### config.mk
export PLATFORM = sky130hd
export DESIGN_NAME = conflict_serializer_ttype_flat
export DESIGN_NICKNAME = d
export VERILOG_FILES = /design/src/rtl/conflict_serializer_ttype_if.sv /design/src/rtl/conflict_serializer_ttype.sv /design/src/flat_wrapper.sv
export SDC_FILE = /design/constraint.sdc
export NUM_CORES = 2
export LEC_CHECK = 0
export BUFFER_PORTS_ARGS = -buffer_cell sky130_fd_sc_hd__buf_2
export CAP_MARGIN = 20
export CORE_AREA = 5 5 452 454
export CTS_CLUSTER_SIZE = 25
export DETAILED_ROUTE_END_ITERATION = 8
export DIE_AREA = 0 0 457 459
export HOLD_SLACK_MARGIN = 0.02
export PLACE_DENSITY_LB_ADDON = 0.05
export RECOVER_POWER = 25
export SLEW_MARGIN = 25
export SYNTH_ARGS = -nofsm -noshare
export SYNTH_HDL_FRONTEND = slang
export SYNTH_SLANG_ARGS = --single-unit
export TNS_END_PERCENT = 30
### constraint.sdc
create_clock -name clk -period 3.9 [get_ports clk]
set_input_delay 0 -clock clk [delete_from_list [all_inputs] [get_ports clk]]
set_output_delay 0 -clock clk [all_outputs]
set_load 0.01 [all_outputs]
### src/rtl/conflict_serializer_ttype_if.sv
// Enqueue/issue handshake bundle for the locale serializer.
// slave = serializer side, master = dispatch/thread side.
interface conflict_serializer_ttype_if #(
  parameter int DATA_WIDTH   = 64,
  parameter int LOCALE_WIDTH = 32,
  parameter int TTYPE_WIDTH  = 4,
  parameter int SLOT_WIDTH   = 7,
  parameter int TID_WIDTH    = 2
);
  localparam int NT = 2**TTYPE_WIDTH;

  logic                    m_valid;
  logic                    m_ready;
  logic [DATA_WIDTH-1:0]   m_data;
  logic [LOCALE_WIDTH-1:0] m_locale;
  logic [TTYPE_WIDTH-1:0]  m_ttype;
  logic                    m_no_lock;
  logic [SLOT_WIDTH-1:0]   m_slot;

  logic                    s_valid;
  logic                    s_ready;
  logic [NT-1:0]           s_ttype_mask;
  logic [DATA_WIDTH-1:0]   s_data;
  logic [SLOT_WIDTH-1:0]   s_slot;
  logic [LOCALE_WIDTH-1:0] s_locale;
  logic [TID_WIDTH-1:0]    s_thread;

  modport master (
    output m_valid, m_data, m_locale, m_ttype,
    output m_no_lock, m_slot,
    input  m_ready,
    input  s_valid, s_data, s_slot, s_locale, s_thread,
    output s_ready, s_ttype_mask
  );

  modport slave (
    input  m_valid, m_data, m_locale, m_ttype,
    input  m_no_lock, m_slot,
    output m_ready,
    output s_valid, s_data, s_slot, s_locale, s_thread,
    input  s_ready, s_ttype_mask
  );
endinterface

### src/rtl/conflict_serializer_ttype.sv
// Locale serializer: age-ordered ready list, type-masked issue,
// per-locale lock tracking across worker threads.
module conflict_serializer_ttype #(
  parameter int LOG_DEPTH    = 3,
  parameter int N_THREADS    = 4,
  parameter int LOCALE_WIDTH = 32,
  parameter int TTYPE_WIDTH  = 4,
  parameter int DATA_WIDTH   = 64,
  parameter int SLOT_WIDTH   = 7
) (
  input  logic                         clk,
  input  logic                         rstn,
  conflict_serializer_ttype_if.slave   bus,
  input  logic                         unlock_valid,
  input  logic [$clog2(N_THREADS)-1:0] unlock_thread,
  input  logic [LOG_DEPTH:0]           cfg_full_limit,
  input  logic [LOG_DEPTH:0]           cfg_almost_full,
  input  logic [$clog2(N_THREADS):0]   cfg_active_threads,
  output logic                         almost_full,
  output logic [LOG_DEPTH:0]           occupancy,
  output logic                         all_idle
);
  localparam int DEPTH = 2**LOG_DEPTH;
  localparam int TW = $clog2(N_THREADS);
  localparam int LW = LOG_DEPTH;
  localparam int CW = LOG_DEPTH + 1;
  localparam logic [CW-1:0] DEPTH_C = CW'(DEPTH);
  localparam logic [TW:0] NTH_C = (TW+1)'(N_THREADS);

  typedef logic [LOCALE_WIDTH-1:0] loc_t;

  logic [DEPTH-1:0] val_q, val_d, cf_q, cf_d;
  logic [DEPTH-1:0] nl_q, nl_d, used_q, used_d;
  loc_t loc_q [DEPTH];
  loc_t loc_d [DEPTH];
  logic [TTYPE_WIDTH-1:0] tt_q [DEPTH];
  logic [TTYPE_WIDTH-1:0] tt_d [DEPTH];
  logic [LW-1:0] id_q [DEPTH];
  logic [LW-1:0] id_d [DEPTH];
  logic [DATA_WIDTH-1:0] data_q [DEPTH];
  logic [DATA_WIDTH-1:0] data_d [DEPTH];
  logic [SLOT_WIDTH-1:0] slot_q [DEPTH];
  logic [SLOT_WIDTH-1:0] slot_d [DEPTH];
  logic [CW-1:0] occ_q, occ_d;

  logic [TW-1:0] tq_q [N_THREADS];
  logic [TW-1:0] tq_d [N_THREADS];
  logic [TW-1:0] thead_q, thead_d, ttail_q, ttail_d;
  logic [TW:0] tcnt_q, tcnt_d;
  logic [N_THREADS-1:0] rv_q, rv_d, rl_q, rl_d;
  loc_t rloc_q [N_THREADS];
  loc_t rloc_d [N_THREADS];

  logic [DEPTH-1:0] elig, cf_tmp;
  logic [LW-1:0] sel, nid, rel_idx;
  logic any_elig, thr_avail, issue, accept;
  logic hit, rel_ok, ul_lock;
  logic [TW+1:0] thr_need;
  logic [CW-1:0] wr;
  loc_t ul_loc;

  assign bus.m_ready = (occ_q < DEPTH_C) && (occ_q < cfg_full_limit);
  assign accept = bus.m_valid & bus.m_ready;
  assign thr_need = {1'b0, NTH_C} - {1'b0, cfg_active_threads};
  assign thr_avail = {1'b0, tcnt_q} > thr_need;
  assign bus.s_valid = any_elig & thr_avail;
  assign issue = bus.s_valid & bus.s_ready;
  assign bus.s_data = data_q[id_q[sel]];
  assign bus.s_slot = slot_q[id_q[sel]];
  assign bus.s_locale = loc_q[sel];
  assign bus.s_thread = tq_q[thead_q];
  assign occupancy = occ_q;
  assign almost_full = occ_q >= cfg_almost_full;
  assign all_idle = (occ_q == '0) && (tcnt_q == NTH_C);
  assign ul_lock = unlock_valid & rv_q[unlock_thread]
                 & rl_q[unlock_thread];
  assign ul_loc = rloc_q[unlock_thread];

  // Pick the oldest entry that is unblocked and of an accepted type
  always_comb begin
    elig = '0;
    sel = '0;
    any_elig = 1'b0;
    for (int i = 0; i < DEPTH; i++)
      elig[i] = val_q[i] & ~cf_q[i]
              & bus.s_ttype_mask[tt_q[i]];
    for (int i = DEPTH - 1; i >= 0; i--)
      if (elig[i]) begin
        sel = LW'(i);
        any_elig = 1'b1;
      end
  end

  // Locale hazards for the incoming task, unlock release, free id
  always_comb begin
    hit = 1'b0;
    rel_ok = 1'b0;
    rel_idx = '0;
    nid = '0;
    if (!bus.m_no_lock) begin
      for (int i = 0; i < DEPTH; i++)
        if (val_q[i] && !nl_q[i] && loc_q[i] == bus.m_locale)
          hit = 1'b1;
      for (int t = 0; t < N_THREADS; t++)
        if (rv_q[t] && rl_q[t] && rloc_q[t] == bus.m_locale
            && !(unlock_valid && unlock_thread == TW'(t)))
          hit = 1'b1;
    end
    for (int i = DEPTH - 1; i >= 0; i--) begin
      if (ul_lock && val_q[i] && !nl_q[i] && cf_q[i]
          && loc_q[i] == ul_loc) begin
        rel_ok = 1'b1;
        rel_idx = LW'(i);
      end
      if (!used_q[i])
        nid = LW'(i);
    end
  end

  // Ready list: release, compact past the issued entry, then append
  always_comb begin
    int src;
    val_d = val_q;
    cf_d = cf_q;
    nl_d = nl_q;
    loc_d = loc_q;
    tt_d = tt_q;
    id_d = id_q;
    data_d = data_q;
    slot_d = slot_q;
    used_d = used_q;
    cf_tmp = cf_q;
    src = 0;
    if (rel_ok)
      cf_tmp[rel_idx] = 1'b0;
    for (int i = 0; i < DEPTH; i++) begin
      src = (issue && i >= int'(sel)) ? i + 1 : i;
      if (src < DEPTH) begin
        val_d[i] = val_q[LW'(src)];
        cf_d[i] = cf_tmp[LW'(src)];
        nl_d[i] = nl_q[LW'(src)];
        loc_d[i] = loc_q[LW'(src)];
        tt_d[i] = tt_q[LW'(src)];
        id_d[i] = id_q[LW'(src)];
      end else begin
        val_d[i] = 1'b0;
      end
    end
    wr = occ_q - CW'(issue);
    if (issue)
      used_d[id_q[sel]] = 1'b0;
    if (accept) begin
      val_d[LW'(wr)] = 1'b1;
      cf_d[LW'(wr)] = hit;
      nl_d[LW'(wr)] = bus.m_no_lock;
      loc_d[LW'(wr)] = bus.m_locale;
      tt_d[LW'(wr)] = bus.m_ttype;
      id_d[LW'(wr)] = nid;
      data_d[nid] = bus.m_data;
      slot_d[nid] = bus.m_slot;
      used_d[nid] = 1'b1;
    end
    occ_d = occ_q + CW'(accept) - CW'(issue);
  end

  // Thread free FIFO and per-thread lock record
  always_comb begin
    tq_d = tq_q;
    rv_d = rv_q;
    rl_d = rl_q;
    rloc_d = rloc_q;
    thead_d = thead_q + TW'(issue);
    ttail_d = ttail_q + TW'(unlock_valid);
    tcnt_d = tcnt_q + (TW+1)'(unlock_valid) - (TW+1)'(issue);
    if (unlock_valid) begin
      tq_d[ttail_q] = unlock_thread;
      rv_d[unlock_thread] = 1'b0;
      rl_d[unlock_thread] = 1'b0;
      rloc_d[unlock_thread] = '0;
    end
    if (issue) begin
      rv_d[bus.s_thread] = 1'b1;
      rl_d[bus.s_thread] = ~nl_q[sel];
      rloc_d[bus.s_thread] = loc_q[sel];
    end
  end

  // State registers
  always_ff @(posedge clk or negedge rstn) begin
    if (!rstn) begin
      val_q <= '0;
      cf_q <= '0;
      nl_q <= '0;
      used_q <= '0;
      occ_q <= '0;
      for (int i = 0; i < DEPTH; i++) begin
        loc_q[i] <= '0;
        tt_q[i] <= '0;
        id_q[i] <= '0;
        data_q[i] <= '0;
        slot_q[i] <= '0;
      end
      for (int t = 0; t < N_THREADS; t++) begin
        tq_q[t] <= TW'(t);
        rloc_q[t] <= '0;
      end
      thead_q <= '0;
      ttail_q <= '0;
      tcnt_q <= NTH_C;
      rv_q <= '0;
      rl_q <= '0;
    end else begin
      val_q <= val_d;
      cf_q <= cf_d;
      nl_q <= nl_d;
      used_q <= used_d;
      occ_q <= occ_d;
      loc_q <= loc_d;
      tt_q <= tt_d;
      id_q <= id_d;
      data_q <= data_d;
      slot_q <= slot_d;
      tq_q <= tq_d;
      rloc_q <= rloc_d;
      thead_q <= thead_d;
      ttail_q <= ttail_d;
      tcnt_q <= tcnt_d;
      rv_q <= rv_d;
      rl_q <= rl_d;
    end
  end
endmodule

### src/flat_wrapper.sv
// flat-port wrapper written by rule: the top's interface ports become plain ports
module conflict_serializer_ttype_flat 
#(
  parameter int LOG_DEPTH    = 3,
  parameter int N_THREADS    = 4,
  parameter int LOCALE_WIDTH = 32,
  parameter int TTYPE_WIDTH  = 4,
  parameter int DATA_WIDTH   = 64,
  parameter int SLOT_WIDTH   = 7
)
  (clk, rstn, unlock_valid, unlock_thread, cfg_full_limit, cfg_almost_full, cfg_active_threads, almost_full, occupancy, all_idle, bus_m_valid, bus_m_data, bus_m_locale, bus_m_ttype, bus_m_no_lock, bus_m_slot, bus_m_ready, bus_s_valid, bus_s_data, bus_s_slot, bus_s_locale, bus_s_thread, bus_s_ready, bus_s_ttype_mask);
  conflict_serializer_ttype_if #(.DATA_WIDTH(DATA_WIDTH), .LOCALE_WIDTH(LOCALE_WIDTH), .TTYPE_WIDTH(TTYPE_WIDTH), .SLOT_WIDTH(SLOT_WIDTH), .TID_WIDTH(2)) bus_i ();
  input  logic clk;
  input  logic rstn;
  input  logic unlock_valid;
  input  logic [$clog2(N_THREADS)-1:0] unlock_thread;
  input  logic [LOG_DEPTH:0] cfg_full_limit;
  input  logic [LOG_DEPTH:0] cfg_almost_full;
  input  logic [$clog2(N_THREADS):0] cfg_active_threads;
  output logic almost_full;
  output logic [LOG_DEPTH:0] occupancy;
  output logic all_idle;
  input wire logic [$bits(bus_i.m_valid)-1:0] bus_m_valid;
  input wire logic [$bits(bus_i.m_data)-1:0] bus_m_data;
  input wire logic [$bits(bus_i.m_locale)-1:0] bus_m_locale;
  input wire logic [$bits(bus_i.m_ttype)-1:0] bus_m_ttype;
  input wire logic [$bits(bus_i.m_no_lock)-1:0] bus_m_no_lock;
  input wire logic [$bits(bus_i.m_slot)-1:0] bus_m_slot;
  output wire logic [$bits(bus_i.m_ready)-1:0] bus_m_ready;
  output wire logic [$bits(bus_i.s_valid)-1:0] bus_s_valid;
  output wire logic [$bits(bus_i.s_data)-1:0] bus_s_data;
  output wire logic [$bits(bus_i.s_slot)-1:0] bus_s_slot;
  output wire logic [$bits(bus_i.s_locale)-1:0] bus_s_locale;
  output wire logic [$bits(bus_i.s_thread)-1:0] bus_s_thread;
  input wire logic [$bits(bus_i.s_ready)-1:0] bus_s_ready;
  input wire logic [$bits(bus_i.s_ttype_mask)-1:0] bus_s_ttype_mask;
  assign bus_i.m_valid = bus_m_valid;
  assign bus_i.m_data = bus_m_data;
  assign bus_i.m_locale = bus_m_locale;
  assign bus_i.m_ttype = bus_m_ttype;
  assign bus_i.m_no_lock = bus_m_no_lock;
  assign bus_i.m_slot = bus_m_slot;
  assign bus_m_ready = bus_i.m_ready;
  assign bus_s_valid = bus_i.s_valid;
  assign bus_s_data = bus_i.s_data;
  assign bus_s_slot = bus_i.s_slot;
  assign bus_s_locale = bus_i.s_locale;
  assign bus_s_thread = bus_i.s_thread;
  assign bus_i.s_ready = bus_s_ready;
  assign bus_i.s_ttype_mask = bus_s_ttype_mask;
  conflict_serializer_ttype #(.LOG_DEPTH(LOG_DEPTH), .N_THREADS(N_THREADS), .LOCALE_WIDTH(LOCALE_WIDTH), .TTYPE_WIDTH(TTYPE_WIDTH), .DATA_WIDTH(DATA_WIDTH), .SLOT_WIDTH(SLOT_WIDTH)) u_core (.clk(clk), .rstn(rstn), .bus(bus_i), .unlock_valid(unlock_valid), .unlock_thread(unlock_thread), .cfg_full_limit(cfg_full_limit), .cfg_almost_full(cfg_almost_full), .cfg_active_threads(cfg_active_threads), .almost_full(almost_full), .occupancy(occupancy), .all_idle(all_idle));
endmodule
======== Word-level counts from Yosys, hierarchy flattened ========
Cells that the tools add are included.
storage, ports and cells
  input bits .............................. 142
  logic and storage cells ................. 661
  output and inout port bits .............. 113
  register bits after elaboration ......... 1067
cells by class
  reductions and logical operators ........ 98
  $add $sub $neg .......................... 8
  multiplexer cells ....................... 346
  eq/ne operators ......................... 24
  $lt $le $gt $ge ......................... 69
  bitwise logic cells ..................... 58
operators with widths
  operator               count
  $mux W32               32
  $bmux W32 S3           9
  $eq A32 B32 Y1         20
  $bwmux W512            1
  $bwmux W256            1
  $lt A32 B5 Y1 const B  8
  $mux W128              2
  $mux W256              1
  $bmux W64 S3           1
  $demux W64 S3          1
  $mux W64               3
  $mux W3                52
  $and A128 B128 Y128    1
  $bwmux W128            1
  $demux W32 S2          2
  $not A128 Y128         1
  $mux W1                122
  $mux W4                30
  $bmux W4 S3            8
  $demux W32 S3          1
  $logic_and A1 B1 Y1    84
  $bmux W3 S3            9
  $bmux W1 S3            25
  $bmux W32 S2           1
  60 further kinds       187

======== Depth between registers and ports, before layout ========
  depth after elaboration ................. 29
  gate-level depth with buffers ........... 21
  mapped depth without buffers ............ 18

======== Least setup slack after synthesis ========
Ideal clock, no wire load.
  path type ............................... reg-to-reg
  from .................................... register u_core.tt_q[20] (netlist name)
  to ...................................... register u_core.id_q[20] (netlist name)
  period minus slack after synthesis ...... 4.095 ns
  data required time ...................... 3.817 ns
  arrival ................................. 4.013 ns
  stages on the path, launching flop included .. 17
  buffers on the path ..................... 3
  library setup time ...................... 0.083 ns
  path slack .............................. -0.195 ns
  cell sequence ........................... dfrtp_1 buf_2 mux4_2 o2111a_1 or2_4 nor4_4 nand3_1 nand2_1 inv_1 ha_1 inv_1 ha_1 clkbuf_1 nor3_1 clkbuf_1 nand2_1 o21ai_0
RTL lines
  item                      RTL line                          source
  start: declaration        conflict_serializer_ttype.sv:36   logic [TTYPE_WIDTH-1:0] tt_q [DEPTH];
  start signal: assignment  conflict_serializer_ttype.sv:219  tt_q <= tt_d;
  end signal: assignment    conflict_serializer_ttype.sv:220  id_q <= id_d;
  end: declaration          conflict_serializer_ttype.sv:38   logic [LW-1:0] id_q [DEPTH];

======== Final worst setup path ========
  from .................................... register u_core.tt_q[0] (netlist name)
  to ...................................... output bus_s_data[4]
on the way
  longest elaborated chain between the ends .. 19
ends and longest elaborated chain
  item                                         RTL line                         source
  $bmux W1 S4                                  conflict_serializer_ttype.sv:86  & bus.s_ttype_mask[tt_q[i]];
  $mux W1 (not written as such)                conflict_serializer_ttype.sv:86
  $and A1 B1 Y1                                conflict_serializer_ttype.sv:86
  $mux W3 (8 in a row)                         conflict_serializer_ttype.sv:88  if (elig[i]) begin
  $not A3 Y4 (not written as such)             conflict_serializer_ttype.sv:68  assign bus.s_data = data_q[id_q[sel]];
  $bmux W3 S3                                  conflict_serializer_ttype.sv:68
  $mux W3 (not written as such) (2 in a row)   conflict_serializer_ttype.sv:68
  $not A3 Y4 (not written as such)             conflict_serializer_ttype.sv:68
  $bmux W64 S3                                 conflict_serializer_ttype.sv:68
  $mux W64 (not written as such) (2 in a row)  conflict_serializer_ttype.sv:68
  end: declaration                             flat_wrapper.sv:31               output wire logic [$bits(bus_i.s_data)-1:0] bus_s_data;
Every way passes these cells. The select of a mux whose other input is x is not followed.

==> metrics.txt <==
placed cell areas 67800 um^2; minimum clock period 4.63 ns; synthesis warning total 0; hold depth 3; Max Cap Viol 5; most frequent cells in the layout dfrtp_1, mux2_2, mux2i_1, nand2_1, buf_4; via count 48169; Seq pwr share 21.5%; initial antenna violation count 18; post-DR vias/cell approximately 5.3; status complete, but fails checks; # fillers 19529; HPWL after DPL between 150 and 200 mm; Reg area about 27000 um^2; Net Switching 41.5 mW; die area 210000 um^2; DRT Wirelength 278 mm; Final Cycle Share 119%; RePlAce Congestion 0.978; clock share of power 14.1%; Setup Crit Path Kind reg2out; failing checks capacitance limit, slew limit, setup timing; nets 6508; number of synthesized flops with an enable pin 0; worst-path fanout max 7; pre-CTS WS -0.615 ns; die width 457 um; # DRC 0; Pleak between 30 and 40 nW; final hold slack ~0.094 ns; Hold Path Class in2reg; Critical Path Max Stage Delay roughly 0.44 ns; CTS tree done; Design Area, Final 78500 um^2; Final Skew 0.0242 ns; crit path buf inv count 10; Final Hold Vio Count 0; Final Power 93.8 mW; Clock Sinks ~1100; Internal between 50 and 60 mW; Slew Limit Fails 408; most common cell after layout, fill and taps aside dfrtp_1; total congestion overflow 0; Worst Path Arrival 4.63 ns; Antenna Nets Post-Route 0; Critical-path top delay cell dfrtp_2; clock slew at reported path FFs 0.06 ns; worst endpoint required time approximately 4 ns; syn_nets 5738; Worst-Margin Slew 2.51 ns; FF+latch count, synth 1067; Worst path top cell family by delay buffers and inverters; CTS Root Cell clkbuf_16; Global Route Usage Sum roughly a quarter; CTS Buffer Depth 3; RSZ-0062 raised after global routing true; DRT iter0 DRCs 3834; I/O Buffers 254; Die Height between 400 and 500 um; Syn Std Cell Area 59600 um^2; fmax 216 MHz; Sw Share 44.2%; register area share after synthesis 44.8%; Syn Area/Cell ~11 um^2; worst skew pair latency around 0.80 ns; max_slew headroom -67.1%; DR WL/cell 30.5 um; final worst setup slack -0.734 ns; H-tree levels 4; final setup violation count 111; DRT Pass-1 Iters 5; PD cells 1200 nW/um^2; critical path capture point type output port; vias in the first global route 48299; Post-synth ARST share 100%; TritonCTS Buffers 140; Initial Util 29.9%; Core Area 199000 um^2; IO Count 255; Layout area overhead 31.7%; Synth cell types 76; first-pass GRT wire length 384 mm; Gate Count Post-Synth 5573; Worst path depth 21; pin count of the biggest net entering global routing 111; layout cells sized above 1 34.1%; fin util 39.4%; Register-to-Register Path Depth 20; ordered list of cells on the worst path buf_6 > mux2i_1 > a22oi_2 > o2111ai_4 > a221oi_4 > buf_6 > o311ai_4 > buf_12 > buf_6 > mux2i_1 > or2_0 > and4_4 > buf_12 > nor2_4 > buf_12 > buf_12 > buf_16 > a32o_1 > a21oi_2 > buf_4 > buf_6; combinational power share ~64%; ys flop type dfrtp_1; peak supply drop 0.681 mV; Worst setup SP type register; Multi-input gate area about 33000 um^2; FP Rows ~160
synth_stat cells, drive strengths merged, types with 6 or more instances:
| master | n | share of area (%) |
|---|---|---|
| ha | 21 | 0.44 |
| clkbuf | 295 | 1.9 |
| nand3 | 171 | 1.4 |
| mux2 | 653 | 12 |
| a22oi | 12 | 0.15 |
| a21oi | 301 | 2.5 |
| nor2 | 129 | 0.84 |
| nand2b | 11 | 0.12 |
| o21ai | 361 | 3.0 |
| nand3b | 7 | 0.088 |
| nor4 | 90 | 0.97 |
| nor2b | 27 | 0.28 |
| nor3b | 9 | 0.11 |
| mux4 | 50 | 1.9 |
| nand2 | 562 | 3.5 |
| mux2i | 585 | 9.8 |
| nand4 | 104 | 1.1 |
| o2111ai | 7 | 0.10 |
| xor2 | 282 | 4.1 |
| and3 | 6 | 0.063 |
| o22ai | 37 | 0.39 |
| inv | 76 | 0.48 |
| a211oi | 7 | 0.088 |
| buf | 144 | 1.3 |
| nor3 | 50 | 0.42 |
| dfrtp | 1062 | 45 |
| a32o | 70 | 1.2 |
| xnor2 | 363 | 5.3 |
final timing paths:
kind / from / end / slack, ns
hold reg to reg: u_core.id_q[1]$_DFF_PN0_ / u_core.id_q[1]$_DFF_PN0_ / 0.48
hold / removal: bus_m_data[54] / u_core.data_q[246]$_DFFE_PN0P_ / 0.09
setup reg to reg: u_core.tt_q[4]$_DFF_PN0_ / u_core.rloc_q[85]$_DFF_PN0_ / -0.03
max in group asynchronous: rstn / u_core.slot_q[54]$_DFFE_PN0P_ / 0.35
min in group asynchronous: rstn / u_core.loc_q[250]$_DFF_PN0_ / 1.70
setup / recovery: u_core.tt_q[0]$_DFF_PN0_ / bus_s_data[4] / -0.73
what timing repair did:
item	CTS	global route
gates cloned	18	32
endpoints found under the hold margin	1711	0
pin swaps	71	147
buffers inserted	64	91
resized for setup	321	334
setup endpoints to repair	460	450
hold buffers	115	0
routing by layer:
layer  vias to the layer above  part of all wire (%)  GRT usage [%]
li1                      21337                     -              -
met1                     24858                    44           34.8
met2                      1556                    46           39.7
met3                       408                   5.6           4.11
met4                        10                   4.2           9.48
met5                         -                 0.025              0
power by group through the flow:
stage | Clock [mW] | Combinational, mW | Sequential, mW
final | 13.2 | 60.4 | 20.2
after global routing | 14.1 | 63.2 | 20.5
after CTS | 13.7 | 52.7 | 19.9
after detailed placement | 0 | 45.0 | 20.0
after global placement | 0 | 45.0 | 20.0
after floorplan | 0 | 24.1 | 17.9
registers in the layout (all words and copies together), names as in the netlist:
signal and cells:
u_core.cf_q 8, u_core.data_q 512, u_core.val_q 8, u_core.rv_q 4
u_core.tq_q 8, u_core.thead_q 2, u_core.slot_q 56, u_core.rloc_q 128
u_core.loc_q 256, u_core.tt_q 32, u_core.used_q 8, u_core.rl_q 4
u_core.tcnt_q 3, u_core.id_q 24, u_core.nl_q 8, u_core.ttail_q 2
u_core.occupancy 4
cell families (layout without fill, tap and decap cells):
kind of cell	after synthesis	after routing	share of synthesized area (%)
other cells	0	9	0
xor+xnor	645	645	9.48
compound gates	838	838	8.11
mux	1288	1288	24.1
fa+ha+maj	23	23	0.508
buf+inv	515	1388	3.62
simple gates	1197	1197	9.37
flops	1067	1067	44.8
area by class of cell:
| type | instances | area share [%] |
|---|---|---|
| flip-flops and latches | 1067 | 34.1 |
| clock buffers | 214 | 5.39 |
| clock inverters | 31 | 0.561 |
| repair buffers | 1067 | 13.8 |
| multi-input cells | 3991 | 41.5 |
| diodes | 9 | 0.0287 |
| well taps | 2656 | 4.24 |
| inverters | 76 | 0.392 |
metrics by stage:
| step | setup TNS (ns) | cells |
|---|---|---|
| floorplan | -12.26 | 5573 |
| global placement | -62.53 | 8558 |
| detailed placement | -56.06 | 8559 |
| CTS | -69.83 | 8997 |
| global route | -101.99 | 9107 |
| finish | -59.22 | 9111 |
tightest hold or removal path: stages:
cell and delay [ns]:
dlygate4sd3_1 0.52, buf_2 0.17, mux2_2 0.16
Note: power is estimated with default switching activity, not from simulation.
